--- src/rtl/lsu_axi_master.sv ---
// Single-outstanding load/store unit bridge onto an AXI master port.
// Each core request becomes one AR/R or AW/W/B exchange, then a one-cycle completion pulse.
module lsu_axi_master #(
    parameter int ADDR_W = 32,
    parameter int DATA_W = 32
) (
    input  logic                clk,
    input  logic                rst,
    input  logic                req_valid,
    output logic                req_ready,
    input  logic                req_we,
    input  logic [ADDR_W-1:0]   req_addr,
    input  logic [DATA_W-1:0]   req_wdata,
    input  logic [DATA_W/8-1:0] req_wstrb,
    output logic                resp_valid,
    output logic [DATA_W-1:0]   resp_rdata,
    output logic                resp_err,
    output logic [ADDR_W-1:0]   araddr,
    output logic                arvalid,
    input  logic                arready,
    input  logic [DATA_W-1:0]   rdata,
    input  logic [1:0]          rresp,
    input  logic                rvalid,
    output logic                rready,
    output logic [ADDR_W-1:0]   awaddr,
    output logic                awvalid,
    input  logic                awready,
    output logic [DATA_W-1:0]   wdata,
    output logic [DATA_W/8-1:0] wstrb,
    output logic                wvalid,
    input  logic                wready,
    input  logic [1:0]          bresp,
    input  logic                bvalid,
    output logic                bready,
    output logic [2:0]          dbg_state
);

    // All channels use plain AXI valid/ready: a transfer happens on a posedge where both are high;
    // once a valid is raised, it and its payload stay put until that transfer.
    typedef enum logic [2:0] {
        S_IDLE = 3'd0,
        S_AR   = 3'd1,
        S_R    = 3'd2,
        S_WR   = 3'd3,
        S_B    = 3'd4,
        S_RESP = 3'd5
    } state_t;

    state_t              state, state_next;
    logic [ADDR_W-1:0]   addr_q;
    logic [DATA_W-1:0]   wdata_q;
    logic [DATA_W/8-1:0] wstrb_q;
    logic                aw_done, w_done;
    logic                aw_hs, w_hs, aw_ok, w_ok, b_hs, r_hs;
    logic                unused_resp_bits;

    assign unused_resp_bits = ^{rresp[0], bresp[0]};

    // A write response only counts once both address and data are (or are becoming) complete.
    assign aw_hs = (state == S_WR) && !aw_done && awready;
    assign w_hs  = (state == S_WR) && !w_done && wready;
    assign aw_ok = aw_done || aw_hs;
    assign w_ok  = w_done || w_hs;
    assign b_hs  = bvalid && ((state == S_B) || ((state == S_WR) && aw_ok && w_ok));
    assign r_hs  = rvalid && (((state == S_AR) && arready) || (state == S_R));

    assign araddr    = addr_q;
    assign awaddr    = addr_q;
    assign wdata     = wdata_q;
    assign wstrb     = wstrb_q;
    assign dbg_state = state;

    always_comb begin
        state_next = state;
        req_ready  = 1'b0;
        arvalid    = 1'b0;
        rready     = 1'b0;
        awvalid    = 1'b0;
        wvalid     = 1'b0;
        bready     = 1'b0;
        resp_valid = 1'b0;
        case (state)
            S_IDLE: begin
                req_ready = 1'b1;
                if (req_valid) state_next = req_we ? S_WR : S_AR;
            end
            S_AR: begin
                arvalid = 1'b1;
                rready  = 1'b1;
                if (arready) state_next = rvalid ? S_RESP : S_R;
            end
            S_R: begin
                rready = 1'b1;
                if (rvalid) state_next = S_RESP;
            end
            S_WR: begin
                awvalid = !aw_done;
                wvalid  = !w_done;
                bready  = 1'b1;
                if (b_hs) state_next = S_RESP;
                else if (aw_ok && w_ok) state_next = S_B;
            end
            S_B: begin
                bready = 1'b1;
                if (bvalid) state_next = S_RESP;
            end
            S_RESP: begin
                resp_valid = 1'b1;
                state_next = S_IDLE;
            end
            default: state_next = S_IDLE;
        endcase
    end

    always_ff @(posedge clk) begin
        if (rst) begin
            state      <= S_IDLE;
            addr_q     <= '0;
            wdata_q    <= '0;
            wstrb_q    <= '0;
            aw_done    <= 1'b0;
            w_done     <= 1'b0;
            resp_rdata <= '0;
            resp_err   <= 1'b0;
        end else begin
            state <= state_next;
            if ((state == S_IDLE) && req_valid) begin
                addr_q  <= req_addr;
                wdata_q <= req_wdata;
                wstrb_q <= req_wstrb;
                aw_done <= 1'b0;
                w_done  <= 1'b0;
            end
            if (aw_hs) aw_done <= 1'b1;
            if (w_hs) w_done <= 1'b1;
            // resp_rdata is only ever touched by a read, so it survives intervening writes.
            if (r_hs) begin
                resp_rdata <= rdata;
                resp_err   <= rresp[1];
            end
            if (b_hs) resp_err <= bresp[1];
        end
    end

endmodule

--- config.mk ---
export PLATFORM = sky130hd
export DESIGN_NAME = lsu_axi_master
export DESIGN_NICKNAME = d
export VERILOG_FILES = /design/src/rtl/lsu_axi_master.sv
export SDC_FILE = /design/constraint.sdc
export NUM_CORES = 1
export LEC_CHECK = 0
export ABC_AREA = 1
export CORE_MARGIN = 5
export CORE_UTILIZATION = 37
export CTS_CLUSTER_DIAMETER = 200
export DETAILED_ROUTE_END_ITERATION = 7
export PLACE_DENSITY = 0.88
export SLEW_MARGIN = 0
export SYNTH_ARGS = -nofsm -noshare
export SYNTH_HDL_FRONTEND = slang
export SYNTH_SLANG_ARGS = --single-unit
export TNS_END_PERCENT = 30
--- constraint.sdc ---
create_clock -name clk -period 1.6 [get_ports clk]
set_clock_uncertainty 0.15 [all_clocks]
set_input_delay 0.48 -clock clk [delete_from_list [all_inputs] [get_ports clk]]
set_output_delay 0.48 -clock clk [all_outputs]
set_load 0.01 [all_outputs]
* Yosys cells after proc, flatten, opt, wreduce, memory -nomap -nowiden *
Index checks and enable logic that the tools add are counted.

operators by class
  bitwise gates (word level) = 0
  muxes and demuxes = 21
  add/sub/neg operators = 0
  shifts and indexed selects = 0
  equal/unequal tests = 10
  magnitude comparators = 0
  divide/modulo/power cells = 0
  reduce and logical (&&, ||, !) cells = 24
  $mul = 0

operators with widths
  kind                                                                     count
  3-bit two-way mux                                                        7
  3-bit one-hot mux with 5 select lines                                    1
  1-bit two-way mux                                                        12
  1-bit logical AND                                                        11
  2-bit inequality test, second input constant                             4
  3-bit by 2-bit == test with 1-bit output, second input constant          2
  3-bit == test, second input constant                                     2
  2-bit nonzero test                                                       3
  5-bit AND reduction                                                      1
  1-bit logical OR                                                         4
  2-bit OR reduction                                                       2
  3-bit by 1-bit == test with 1-bit output, second input constant          1
  3-bit zero test                                                          1
  3-bit by 2-bit inequality test with 1-bit output, second input constant  1
  1-bit zero test                                                          2
  2-bit two-way mux                                                        1

storage, ports and cells
  flip-flop bits (word level) = 106
  output and inout port bits = 143
  RAM bits = 0
  memories kept = 0
  bits in latches = 0
  word-level logic and storage cells = 63
  memory bits (read-only) = 0

* Logic depth before layout (Yosys ltp) *
  depth in word-level cells = 10
  mapped depth = 9
  gate-level depth less buffers = 9

* Least setup slack after synthesis *
No wires, ideal clock.

  path type = register to output
  from = reg state[0], in the netlist dbg_state[0]
  to = out req_ready
  buffers on the path = 1
  arrival = 0.960 ns
  setup slack = 0.010 ns
  stages on the path, launching flop included = 5
  required time = 0.970 ns
  cells stage by stage = dfxtp_1 nor2_2 nand2_1 inv_2 buf_2

between the ends
  word-level cells in the longest chain between the ends = 2

RTL lines
  element                 RTL line  RTL
  start, declared         49        state_t state, state_next;
  start signal, assigned  126       state <= state_next;
  3-bit zero test         82        case (state)
  1-bit two-way mux       82
  end, declared           10        output logic req_ready,

No other way between the ends.

* Worst setup path after layout *
  from = reg state[0], in the netlist dbg_state[0]
  to = out bready

between the ends
  word-level cells in the longest chain between the ends = 3

RTL lines
  element                                                                           RTL line  RTL
  3-bit == test / 3-bit by 2-bit == test with 1-bit output (equally long branches)  82
  2-bit OR reduction (no source line) (*)                                           -
  1-bit two-way mux (*)                                                             82
  end, declared                                                                     34        output logic bready,

Every way passes the cells marked *; elsewhere a longest branch is shown, timed or not.

==> summary.md <==
The flow ran to the end, but the final reports show violations. The final reports fail on negative setup slack. Sequential cells were found to cover 49.99% of the synthesized design area. For this run, the total global-route usage over all layers was measured as 19.17%. The total wire length after detailed routing is 16,170 µm, and the fraction of the cycle the final worst path needs is 111.8%. The XOR/XNOR share of the synthesized area is 0%. Counting cells, the worst reg-to-reg path comes to 9. The run gives 0.2894 ns as the worst hold slack across all endpoints.

The worst min-delay path startpoint was resp_rdata[5]. The number of instances on the worst hold path was 2; the final antenna diode count was 0. The async set-or-reset flop fraction in the synthesized netlist was 0%. In this run, the number of DRC markers left after iteration 0 of detailed routing was 178. Clock tree synthesis selected as its root buffer the cell clkbuf_16.

The via-per-instance ratio was 4.984. The tools report the worst-case hold path end point as resp_rdata[5]. The net count of the finished layout is 906. For the achievable frequency, the log shows 559.1 MHz. The required arrival time at the worst endpoint is 0.97 ns. The number of I/O pins was 256. The number of flops mapped to enable cells by yosys is 0.

The worst hold path belongs to the class flip-flop to flip-flop. The half-perimeter wire length after detailed placement is 10,330 µm, and the post-detailed-route count of antenna-violating nets is 0. TritonCTS built the clock tree.

The transition at the pin with the smallest max-transition slack works out to 0.4797 ns. The power density over the cells came out at 1796 mW/mm². The die covers 0.01372 mm².

Before antenna repair, the detailed router went through 6 iterations. The logs give 0 for the number of max-slew violations in the final report and 3.117 nW for the leakage power. The worst setup path is launched from a flip-flop. The congestion estimate from routability-driven global placement came to 0.8200. The synthesized netlist devotes 0% of its cell area to adder and majority cells. Setup repair after global routing could not meet its margin everywhere. From synthesis to final layout, the design area changed by 78.31%. Entering global routing, the biggest net connects 60 pins. In this run the cell area of the synthesized design comes to 0.004245 mm². The worst path needs 1.789 ns of the cycle, external delays included. The area of the multi-input gates is 0.001805 mm², and the final worst slack is -0.1887 ns. The largest family of logic cells by synthesized area is simple AND/OR/NAND/NOR gates.

STA classifies the critical path endpoint as a primary output. Before CTS, the worst setup slack after placement is -0.4920 ns. For this run, the leading register cell type out of synthesis is dfxtp_1.

The number of nets produced by synthesis was 659; the total area of sequential cells was 0.002170 mm². The tools report the via count of the first global-routing pass as 4,243. The initial core utilization was 37.50%; the max-slew headroom at the worst pin was 68.02%. The quantity of I/O buffers inserted on ports was 253; the basic-gate share of the synthesized area counting and, or, nand and nor cells was 18.30%. After routing, the total negative slack on setup checks comes to -3.065 ns. For the worst setup path, the data arrival time is 1.16 ns. In the synthesized netlist, the number of instances is 546. The endpoint identified for the worst register-to-register timing path is resp_err.

The run gives 0 as the DRC violation count after routing. Most common cell in the netlist: a21oi_1. For this run, the number of Yosys warnings is 0. The number of different library cells used by synthesis comes to 20.

After synthesis, the cell types taking the most area are dfxtp_1, a21oi_1, nand3_1. In this run the critical register-to-register path is launched from dbg_state[0]. Along the worst path, the maximum fanout reaches 7. The placeable core area is 0.01132 mm², and the maximum level of the CTS H-tree is 3. The number of clock sinks was 106; the share of layout cells above drive strength 1 was 32.12%. The worst register-to-register path has a setup slack of -0.13 ns. The routed layout has 4,685 vias.

In this run, synthesis produced a sequential element count of 106. The filler cell count is 888. The compound-gate portion of the synthesized area was 17.74%; the post-detailed-route wirelength per cell was 17.20 µm. Counting the buffers created by CTS gives 9. Ranked by instance count, the synthesized netlist is headed by a21oi_1, dfxtp_1, nand2_1. Total power for the finished layout comes to 13.59 mW.

The tool flagged a number of max-cap violations equal to 0. The synthesized design spends more area on one cell type than any other, namely dfxtp_1. The critical path is of the flip-flop to primary output type.

The floorplan step set the die width to 117.1 µm. The logs give 0.006823 mm² for the cell area reported after detailed placement and 0 for the total overflow reported by the global router. In the synthesized netlist, mux cells make up 0% of the area. Row generation in the floorplan step produced 39 rows. Final hold violation count: 0. In this run the biggest area consumer among cell types represents 49.99% of the synthesized area. In this run the mean area of a mapped cell was 7.775 µm². The die boundary height came out at 117.1 µm.

The first global-routing pass estimated 20,810 µm of wire. Clock-pin slew was measured on the worst setup and hold paths at 0.07 ns. The finished cells cover 0.007570 mm².

For the worst-skew pair, the clock arrives at the later sink with an insertion delay of 0.33 ns. The initial antenna violation count is 1. For the final-report setup violation count, the log shows 43. Counting along the longest clock path gives a buffer depth of 2.

Worst voltage drop across the vdd grid: 1.116 mV.
[cell families after synthesis]
| kind of cell | count (synthesis) |
|---|---|
| AO/OA/AOI/OAI | 148 |
| AND/OR/NAND/NOR | 177 |
| flip-flops | 106 |
| buffers and inverters | 115 |
[worst max path at each step]
stage,startpoint,depth (start not counted),slack [ns],endpoint
after floorplan,dbg_state[0],4,0.01,req_ready
after global placement,rvalid,8,-0.37,resp_err
after detailed placement,rvalid,7,-0.49,resp_rdata[28]
after CTS,dbg_state[2],5,-0.18,req_ready
after global routing,dbg_state[1],4,-0.27,rready
final,dbg_state[0],4,-0.19,bready
[state kept, by name, indices dropped and copies added, names as in the netlist]
register,cells
wstrb,4
aw_done,1
dbg_state,3
resp_err,1
wdata,32
araddr,32
w_done,1
resp_rdata,32
[through the flow]
step / std cells / util (%)
after global routing: 940 / 66.87
after detailed placement: 898 / 60.27
final: 940 / 66.87
after CTS: 914 / 63.15
after global placement: 898 / 60.27
after floorplan: 546 / -
[layout make-up]
type / instances / share of cell area [%]
repair buffers: 306 / 38.99
flip-flops and latches: 106 / 28.66
multi-input cells: 327 / 23.85
clock buffers: 11 / 3.207
well taps: 143 / 2.364
inverters: 43 / 2.231
clock inverters: 4 / 0.6942
[critical path, cell delays in order, from the launching register on]
cell and delay (ns):
dfxtp_4 0.39, nor2_4 0.18, nand2_2 0.09, nand2_2 0.06
buf_6 0.10
[routing by layer]
metal | wire (µm) | global-route usage, %
met1 | 6084 | 21.92
met2 | 8574 | 33.03
met3 | 1342 | 7.352
met4 | 155 | 6.193
met5 | 13 | 0
[layout by cell type, fill, tap and decap left out, types with 3 or more instances in the layout]
cell type          n
buf_12             7
nand2_4           10
clkdlybuf4s15_2   23
clkbuf_16         21
o21ai_0           11
clkdlybuf4s15_1   35
a21oi_2           18
dfxtp_4            6
dfxtp_1           80
nand2_1           73
o21ai_1           23
clkdlybuf4s50_1  107
dfxtp_2           20
buf_4             23
dlygate4sd2_1      8
nor2_4             5
nand2_2           10
buf_6             16
inv_1             39
o21ai_2            4
nor2_2             3
buf_2              8
clkinvlp_4         3
nand3_1           70
clkbuf_2          65
a21oi_1           89
[what timing repair did]
action | 4_1_cts | 5_1_grt
endpoints found under the hold margin | 0 | 0
cloned | 0 | 19
pin swaps | 2 | 6
endpoints found under the setup margin | 249 | 231
resized for setup | 320 | 209
hold buffers | 0 | 0
setup buffers | 1 | 7
[report_power, final]
part / leakage [nW] / internal, mW / switching, mW
clock: 0.134 / 1.25 / 0.965
combinational: 2.10 / 3.69 / 3.72
sequential: 0.879 / 3.43 / 0.551
No activity file was read; power rests on OpenSTA's default activity.
